--- config.mk ---
export PLATFORM = sky130hd
export DESIGN_NAME = datapath_sequencer_flat
export DESIGN_NICKNAME = d
export VERILOG_FILES = /design/src/rtl/datapath_sequencer_if.sv /design/src/rtl/datapath_sequencer.sv /design/src/flat_wrapper.sv
export SDC_FILE = /design/constraint.sdc
export NUM_CORES = 1
export LEC_CHECK = 0
export ABC_AREA = 1
export CAP_MARGIN = 20
export CORE_MARGIN = 5
export CORE_UTILIZATION = 54
export CTS_CLUSTER_DIAMETER = 120
export DETAILED_ROUTE_END_ITERATION = 8
export HOLD_SLACK_MARGIN = 0.12
export PLACE_DENSITY = 0.79
export SLEW_MARGIN = 10
export SYNTH_ARGS = -nofsm -noshare
export SYNTH_HDL_FRONTEND = slang
export SYNTH_SLANG_ARGS = --single-unit
--- constraint.sdc ---
create_clock -name clock -period 1.7 [get_ports clock]
set_input_delay 0.34 -clock clock [delete_from_list [all_inputs] [get_ports clock]]
set_output_delay 0.34 -clock clock [all_outputs]
set_load 0.01 [all_outputs]
--- src/rtl/datapath_sequencer_if.sv ---
// Decoder/serial-side handshake bundle for the datapath sequencer.
// master = instruction decode + serial port side, slave = sequencer.
interface datapath_sequencer_if;
  logic       re_req_in;
  logic       we_req_in;
  logic       regfile_we_req_in;
  logic       serial_sel_in;
  logic       halt_in;
  logic       serial_valid_in;
  logic       serial_ready_in;
  logic       pc_en_out;
  logic       regfile_we_out;
  logic       data_mem_re_out;
  logic       data_mem_we_out;
  logic       serial_timeout_out;
  logic [1:0] state_out;

  modport master (
    output re_req_in, we_req_in, regfile_we_req_in, serial_sel_in, halt_in,
           serial_valid_in, serial_ready_in,
    input  pc_en_out, regfile_we_out, data_mem_re_out, data_mem_we_out,
           serial_timeout_out, state_out
  );

  modport slave (
    input  re_req_in, we_req_in, regfile_we_req_in, serial_sel_in, halt_in,
           serial_valid_in, serial_ready_in,
    output pc_en_out, regfile_we_out, data_mem_re_out, data_mem_we_out,
           serial_timeout_out, state_out
  );
endinterface

--- src/rtl/datapath_sequencer.sv ---
// Stalls/retires instructions around multi-cycle data-memory loads and
// serial-port accesses; gates PC advance, register write and memory enables.
module datapath_sequencer #(
  parameter int MEM_LATENCY = 1,
  parameter int SER_TIMEOUT = 255
) (
  input  logic                 clock,
  input  logic                 reset,
  datapath_sequencer_if.slave  bus
);

  typedef enum logic [1:0] {
    RUN      = 2'd0,
    MEM_WAIT = 2'd1,
    SER_WAIT = 2'd2,
    HALTED   = 2'd3
  } state_t;

  localparam logic [3:0] LAT      = 4'(MEM_LATENCY);
  localparam logic [7:0] TMO_LAST = 8'(SER_TIMEOUT - 1);

  state_t     state, state_nxt;
  logic [3:0] cnt, cnt_nxt;
  logic [7:0] tmr, tmr_nxt;
  logic       tmo, tmo_nxt;
  logic       pc_en, rf_we, mem_re, mem_we;
  logic       rd, wr, ser_acc, ser_ok;

  // A simultaneous read+write request is a write; the read is dropped.
  assign rd      = bus.re_req_in & ~bus.we_req_in;
  assign wr      = bus.we_req_in;
  assign ser_acc = bus.serial_sel_in & (rd | wr);
  assign ser_ok  = wr ? bus.serial_ready_in : bus.serial_valid_in;

  always_ff @(posedge clock) begin
    if (reset) begin
      state <= RUN;
      cnt   <= 4'd0;
      tmr   <= 8'd0;
      tmo   <= 1'b0;
    end else begin
      state <= state_nxt;
      cnt   <= cnt_nxt;
      tmr   <= tmr_nxt;
      tmo   <= tmo_nxt;
    end
  end

  always_comb begin
    state_nxt = state;
    cnt_nxt   = cnt;
    tmr_nxt   = tmr;
    tmo_nxt   = tmo;
    pc_en     = 1'b0;
    rf_we     = 1'b0;
    mem_re    = 1'b0;
    mem_we    = 1'b0;
    case (state)
      RUN: begin
        if (bus.halt_in) begin
          state_nxt = HALTED;
        end else if (ser_acc && !ser_ok) begin
          tmr_nxt   = 8'd0;
          state_nxt = SER_WAIT;
        end else if (rd && !bus.serial_sel_in && (LAT != 4'd0)) begin
          mem_re    = 1'b1;
          cnt_nxt   = LAT;
          state_nxt = MEM_WAIT;
        end else begin
          pc_en  = 1'b1;
          rf_we  = bus.regfile_we_req_in;
          mem_re = rd;
          mem_we = wr;
        end
      end
      MEM_WAIT: begin
        mem_re = 1'b1;
        if (cnt <= 4'd1) begin
          pc_en     = 1'b1;
          rf_we     = bus.regfile_we_req_in;
          cnt_nxt   = 4'd0;
          state_nxt = RUN;
        end else begin
          cnt_nxt = cnt - 4'd1;
        end
      end
      SER_WAIT: begin
        // A late handshake wins over a coincident timeout.
        if (ser_ok) begin
          pc_en     = 1'b1;
          rf_we     = bus.regfile_we_req_in;
          mem_re    = rd;
          mem_we    = wr;
          state_nxt = RUN;
        end else if (tmr == TMO_LAST) begin
          tmo_nxt   = 1'b1;
          pc_en     = 1'b1;
          state_nxt = RUN;
        end else if (tmr != 8'hFF) begin
          tmr_nxt = tmr + 8'd1;
        end
      end
      default: ;
    endcase
  end

  // Reset masks every output in the same cycle it is asserted.
  assign bus.pc_en_out          = pc_en  & ~reset;
  assign bus.regfile_we_out     = rf_we  & ~reset;
  assign bus.data_mem_re_out    = mem_re & ~reset;
  assign bus.data_mem_we_out    = mem_we & ~reset;
  assign bus.serial_timeout_out = tmo    & ~reset;
  assign bus.state_out          = reset ? 2'd0 : state;

endmodule

--- src/flat_wrapper.sv ---
// flat-port wrapper written by rule: the top's interface ports become plain ports
module datapath_sequencer_flat 
#(
  parameter int MEM_LATENCY = 1,
  parameter int SER_TIMEOUT = 255
)
  (clock, reset, bus_re_req_in, bus_we_req_in, bus_regfile_we_req_in, bus_serial_sel_in, bus_halt_in, bus_serial_valid_in, bus_serial_ready_in, bus_pc_en_out, bus_regfile_we_out, bus_data_mem_re_out, bus_data_mem_we_out, bus_serial_timeout_out, bus_state_out);
  datapath_sequencer_if bus_i ();
  input  logic clock;
  input  logic reset;
  input wire logic [$bits(bus_i.re_req_in)-1:0] bus_re_req_in;
  input wire logic [$bits(bus_i.we_req_in)-1:0] bus_we_req_in;
  input wire logic [$bits(bus_i.regfile_we_req_in)-1:0] bus_regfile_we_req_in;
  input wire logic [$bits(bus_i.serial_sel_in)-1:0] bus_serial_sel_in;
  input wire logic [$bits(bus_i.halt_in)-1:0] bus_halt_in;
  input wire logic [$bits(bus_i.serial_valid_in)-1:0] bus_serial_valid_in;
  input wire logic [$bits(bus_i.serial_ready_in)-1:0] bus_serial_ready_in;
  output wire logic [$bits(bus_i.pc_en_out)-1:0] bus_pc_en_out;
  output wire logic [$bits(bus_i.regfile_we_out)-1:0] bus_regfile_we_out;
  output wire logic [$bits(bus_i.data_mem_re_out)-1:0] bus_data_mem_re_out;
  output wire logic [$bits(bus_i.data_mem_we_out)-1:0] bus_data_mem_we_out;
  output wire logic [$bits(bus_i.serial_timeout_out)-1:0] bus_serial_timeout_out;
  output wire logic [$bits(bus_i.state_out)-1:0] bus_state_out;
  assign bus_i.re_req_in = bus_re_req_in;
  assign bus_i.we_req_in = bus_we_req_in;
  assign bus_i.regfile_we_req_in = bus_regfile_we_req_in;
  assign bus_i.serial_sel_in = bus_serial_sel_in;
  assign bus_i.halt_in = bus_halt_in;
  assign bus_i.serial_valid_in = bus_serial_valid_in;
  assign bus_i.serial_ready_in = bus_serial_ready_in;
  assign bus_pc_en_out = bus_i.pc_en_out;
  assign bus_regfile_we_out = bus_i.regfile_we_out;
  assign bus_data_mem_re_out = bus_i.data_mem_re_out;
  assign bus_data_mem_we_out = bus_i.data_mem_we_out;
  assign bus_serial_timeout_out = bus_i.serial_timeout_out;
  assign bus_state_out = bus_i.state_out;
  datapath_sequencer #(.MEM_LATENCY(MEM_LATENCY), .SER_TIMEOUT(SER_TIMEOUT)) u_core (.clock(clock), .reset(reset), .bus(bus_i));
endmodule
==> results of run 1 <==
==> Yosys cell counts, types with 5 or more instances <==
library cell / n / area (µm²)
nand2_1: 43 / 161
dfxtp_1: 15 / 300
a21oi_1: 6 / 30.0
nand3_1: 18 / 90.1
nor2_1: 29 / 109
o21ai_0: 7 / 35.0
inv_1: 23 / 86.3
ha_1: 8 / 100
nand2_2: 5 / 31.3
==> logic make-up after synthesis <==
logic type               count (synthesis)  synth area share (%)
adder cells (fa/ha/maj)                  8                  8.59
buffers and inverters                   29                  9.45
flip-flops                              15                  25.8
AND/OR/NAND/NOR                        108                  42.5
AO/OA/AOI/OAI                           26                  13.6
==> timing repair <==
item / in CTS
buffers inserted: 15
resized for setup: 74
setup endpoints to repair: 7
pin swaps: 21
==> metrics by stage <==
step	TNS [ns]	area (µm²)	utilization (%)	setup slack, ns
floorplan	0	1160	-	0.0594
global placement	-5.02	1580	78.9	-0.694
detailed placement	-6.31	1580	78.9	-0.766
CTS	-0.442	1840	91.8	-0.149
==> results.yml, run 1 <==
logic_synthesis:
  ys_seq_area_share_pct: 25.8
  synth_area_um2: 1160
  syn_avg_cell_area_um2: 6.26
  synth_flop_cell: "dfxtp_1"
  async_reset_ff_share_pct: 0
  synth_enable_flop_cells: 0
  syn_inst: 186
  ys_types: 24
  ys.warnings.count: 0
  synth-seq-cells: 15
  synth_nets: 203
die:
  io_pins: 16
  core.rowCount: 16
  start_util_pct: 58.2
  die_h_um: 56.4
  dieWidth_um: 56.4
timing:
  worstEndpointType: "primary output"
  postGrtWorstEndpoint: "bus_regfile_we_out"
status:
  haltStage: "global routing"
  status: "stopped before the end"
  firstError: "[ERROR DPL-0038] Utilization greater than 100%, impossible to legalize"
cts:
  ctsHoldBuffers: 0
  clk_path_buf_depth: 2
  h-tree-depth: 1
  cts_made_buffers: 3
  clock_sinks: 15
  root_buffer: "clkbuf_4"
place:
  dp.cells: 258
  dp_hpwl_um: 2520
  gp_congestion: 0.879
  buffer_ports.inserted: 15
grt:
  grt_start_max_net_pins: 10
==> run 2, diff against run 1 <==
--- a/config.mk
+++ b/config.mk
@@ -7,12 +7,10 @@
 export LEC_CHECK = 0
 export ABC_AREA = 1
 export CAP_MARGIN = 20
-export CORE_MARGIN = 5
-export CORE_UTILIZATION = 54
-export CTS_CLUSTER_DIAMETER = 120
+export CORE_AREA = 5 5 66 68
 export DETAILED_ROUTE_END_ITERATION = 8
-export HOLD_SLACK_MARGIN = 0.12
-export PLACE_DENSITY = 0.79
+export DIE_AREA = 0 0 71 73
+export PLACE_DENSITY_LB_ADDON = 0.15
 export SLEW_MARGIN = 10
 export SYNTH_ARGS = -nofsm -noshare
 export SYNTH_HDL_FRONTEND = slang
==> run 2 against run 1 <==
Net effect:
- the flow now finishes, with violations (negative setup slack)
- synthesized cell count unchanged
- synthesized area unchanged
==> results.yml, run 2 <==
drt:
  post_drt_wl_per_cell_um: 11.6
  ant_nets: 0
  drtIter0Drc: 36
  drc: 0
  via_per_inst: 4.61
  routed_wl_um: 3520
  dr.pass1.iters: 4
  vias: 1398
pwr:
  power_density_nw_per_um2: 1370
  comb_power_share_pct: 68.7
  ir_drop_v: 0.000437
  p_clk_share_pct: 11.3
  p_leak_nw: 0.867
  switchingPower_mw: 1.10
  swShare_pct: 42.0
  internal_power_mw: 1.52
  power_frac_seq_pct: 20.0
cts:
  cts_tree: "yes"
  cts_made_buffers: 3
  root_buffer: "clkbuf_8"
  ctsHoldBuffers: 0
  clk_path_buf_depth: 2
  worstSkewPairLatency_ns: 0.25
  clock_sinks: 15
  path_clk_slew_ns: 0.06
  h-tree-depth: 1
die:
  start_util_pct: 30.7
  coreArea_um2: 3800
  dieArea_um2: 5180
  dieWidth_um: 71
  io_pins: 16
  core.rowCount: 23
  die_h_um: 73
timing:
  final-setup-viol-count: 4
  max_freq_ghz: 0.562
  whs_ns: 0.456
  drv_slew: 0
  setup_ws_ns: -0.0781
  rsz0062_at_grt: "true"
  period_share_pct: 105
  finalHoldViolCount: 0
  fin_skew_ns: 0.00184
  timing.slew.headroom_pct: 82.0
  finalCriticalPeriod_ns: 1.78
  tightest_slew_ns: 0.269
worst_setup_path:
  critPathBufInv: 3
  critPathMaxStageDelay_ns: 0.36
  crit_required_ns: 1.36
  worst-r2r-cell-count: 11
  r2r_setup_slack_ns: 0.05
  crit_arrival_ns: 1.44
  r2r-start: "u_core.state[1]$_SDFFE_PP0P_"
  cpMostUsedCell: "nand2_2"
  slowest_stage: "dfxtp_2"
  end_kind: "primary output"
  path_depth: 9
  cp_max_fo: 5
  criticalPathCategory: "reg -> out"
  cp-start-kind: "register"
  critPathTopFamily: "flip-flops"
  timing.rr.end: "u_core.tmr[7]$_SDFFE_PP0P_"
  crit_chain: "buf_6, ha_4, inv_4, nand2_2, nand2_2, o21ai_2, nand2_1, nor2_1, buf_2"
logic_synthesis:
  syn_avg_cell_area_um2: 6.26
  synth.top_cell.area_share_pct: 25.8
  synth_common_cells: "nand2_1 (43), nor2_1 (29), inv_1 (23)"
  synth_area_leaders: "dfxtp_1 (26%), nand2_1 (14%), nor2_1 (9.3%)"
  synth_enable_flop_cells: 0
  synth_flop_cell: "dfxtp_1"
  syn_inst: 186
  synth.largest_area_cell: "dfxtp_1"
  synth-seq-cells: 15
  ys_types: 24
  async_reset_ff_share_pct: 0
  ys.warnings.count: 0
  ys_seq_area_share_pct: 25.8
  synth_most_common_cell: "nand2_1"
  synth_nets: 203
  synth_area_um2: 1160
final_layout:
  mostFrequentLayoutCell: "buf_4"
  final_cell_mix: "buf_4 (46), nand2_1 (38), nor2_1 (25), nand3_1 (16), inv_1 (13)"
  largest_register_ffs: 8
  fin_cells: 303
  fillCellCount: 403
  nets: 271
  diodes: 0
  reg.largest.list: "u_core.tmr x8, u_core.cnt x4, u_core.state x2"
  area_delta_synth_final_pct: 64.0
  drive_gt1_share_pct: 47.8
  top_register: "u_core.tmr"
hold_path:
  min_path_type: "reg -> reg"
  holdPathEnd: "u_core.tmo$_SDFFE_PP0P_"
  worstHoldPathCells: 2
  hp-start: "u_core.tmo$_SDFFE_PP0P_"
grt:
  grt_pass1_wl_um: 5660
  grt_pass1_vias: 1336
  grtUsageTotal_pct: 13.7
  grt_start_max_net_pins: 12
  antenna_found_initial: 0
  grt-ovfl-total: 0
place:
  place_ws_ns: -0.779
  buffer_ports.inserted: 15
  dp_hpwl_um: 2500
  gp_congestion: 0.834
  dp.cells: 283
status:
  violations: "negative setup slack"
  status: "complete, but fails checks"
job:
  maxCapViolCount: 0
## run 2: cell type report
cell class	instances	area, µm²	share of cell area (%)
Multi-Input combinational cell	144	901	47.2
Timing Repair Buffer	63	485	25.4
Sequential cell	15	307	16.0
Inverter	27	109	5.70
Tap cell	50	62.6	3.27
Clock buffer	3	41.3	2.16
Clock inverter	1	5.00	0.262
## run 2: cells by family (layout without fill, tap and decap cells)
family,after synthesis,after routing,share of synthesized area (%)
adder cells (fa/ha/maj),8,8,8.59
AND/OR/NAND/NOR,108,110,42.5
flip-flops,15,15,25.8
AO/OA/AOI/OAI,26,26,13.6
buffers and inverters,29,94,9.45
## run 2: worst max path at each step
stage / start / end / slack, ns
after detailed placement: bus_we_req_in / bus_regfile_we_out / -0.78
final: u_core.state[1]$_SDFFE_PP0P_ / bus_regfile_we_out / -0.08
after global routing: u_core.state[1]$_SDFFE_PP0P_ / bus_regfile_we_out / -0.18
after global placement: bus_we_req_in / bus_regfile_we_out / -0.73
after CTS: u_core.state[1]$_SDFFE_PP0P_ / bus_data_mem_re_out / -0.08
after floorplan: u_core.state[0]$_SDFFE_PP0P_ / bus_regfile_we_out / 0.06
## run 2: power by group through the flow
stage	sequential, mW	clock (mW)	combinational [mW]
CTS	0.515	0.310	1.61
global placement	0.498	0	1.31
finish	0.521	0.295	1.79
floorplan	0.502	0	0.745
global route	0.533	0.324	1.99
detailed placement	0.502	0	1.34
## run 2: what timing repair did
item	in CTS	in global routing
gates cloned	0	2
setup buffers	8	6
gates resized for setup	68	19
endpoints found under the setup margin	7	19
pin swaps	17	13
## run 2: per-layer routing
layer	routed length (µm)	global-route usage [%]
met1	1460	14.7
met2	1870	26.3
met3	98	2.07
met4	81	6.05
met5	0	0
## run 2: worst register-to-register path, stage by stage, from the launching register on
cell	delay, ns
dfxtp_2	0.34
buf_6	0.12
ha_4	0.18
nand2_1	0.10
nand2_2	0.08
buf_4	0.13
buf_4	0.14
nor2_4	0.18
nand2_4	0.10
inv_2	0.08
nor2_1	0.04
nor2_1	0.09
## run 2: through the flow
step | setup TNS, ns | power (mW) | area [µm²] | utilization [%]
3_5_place_dp | -6.47 | 1.84 | 1620 | 42.8
4_1_cts | -0.272 | 2.44 | 1810 | 47.6
2_1_floorplan | 0 | 1.25 | 1160 | -
3_3_place_gp | -5.84 | 1.81 | 1620 | 42.8
5_1_grt | -0.706 | 2.85 | 1910 | 50.3
6_report | -0.218 | 2.61 | 1910 | 50.3
No activity file was read; power rests on OpenSTA's default activity.
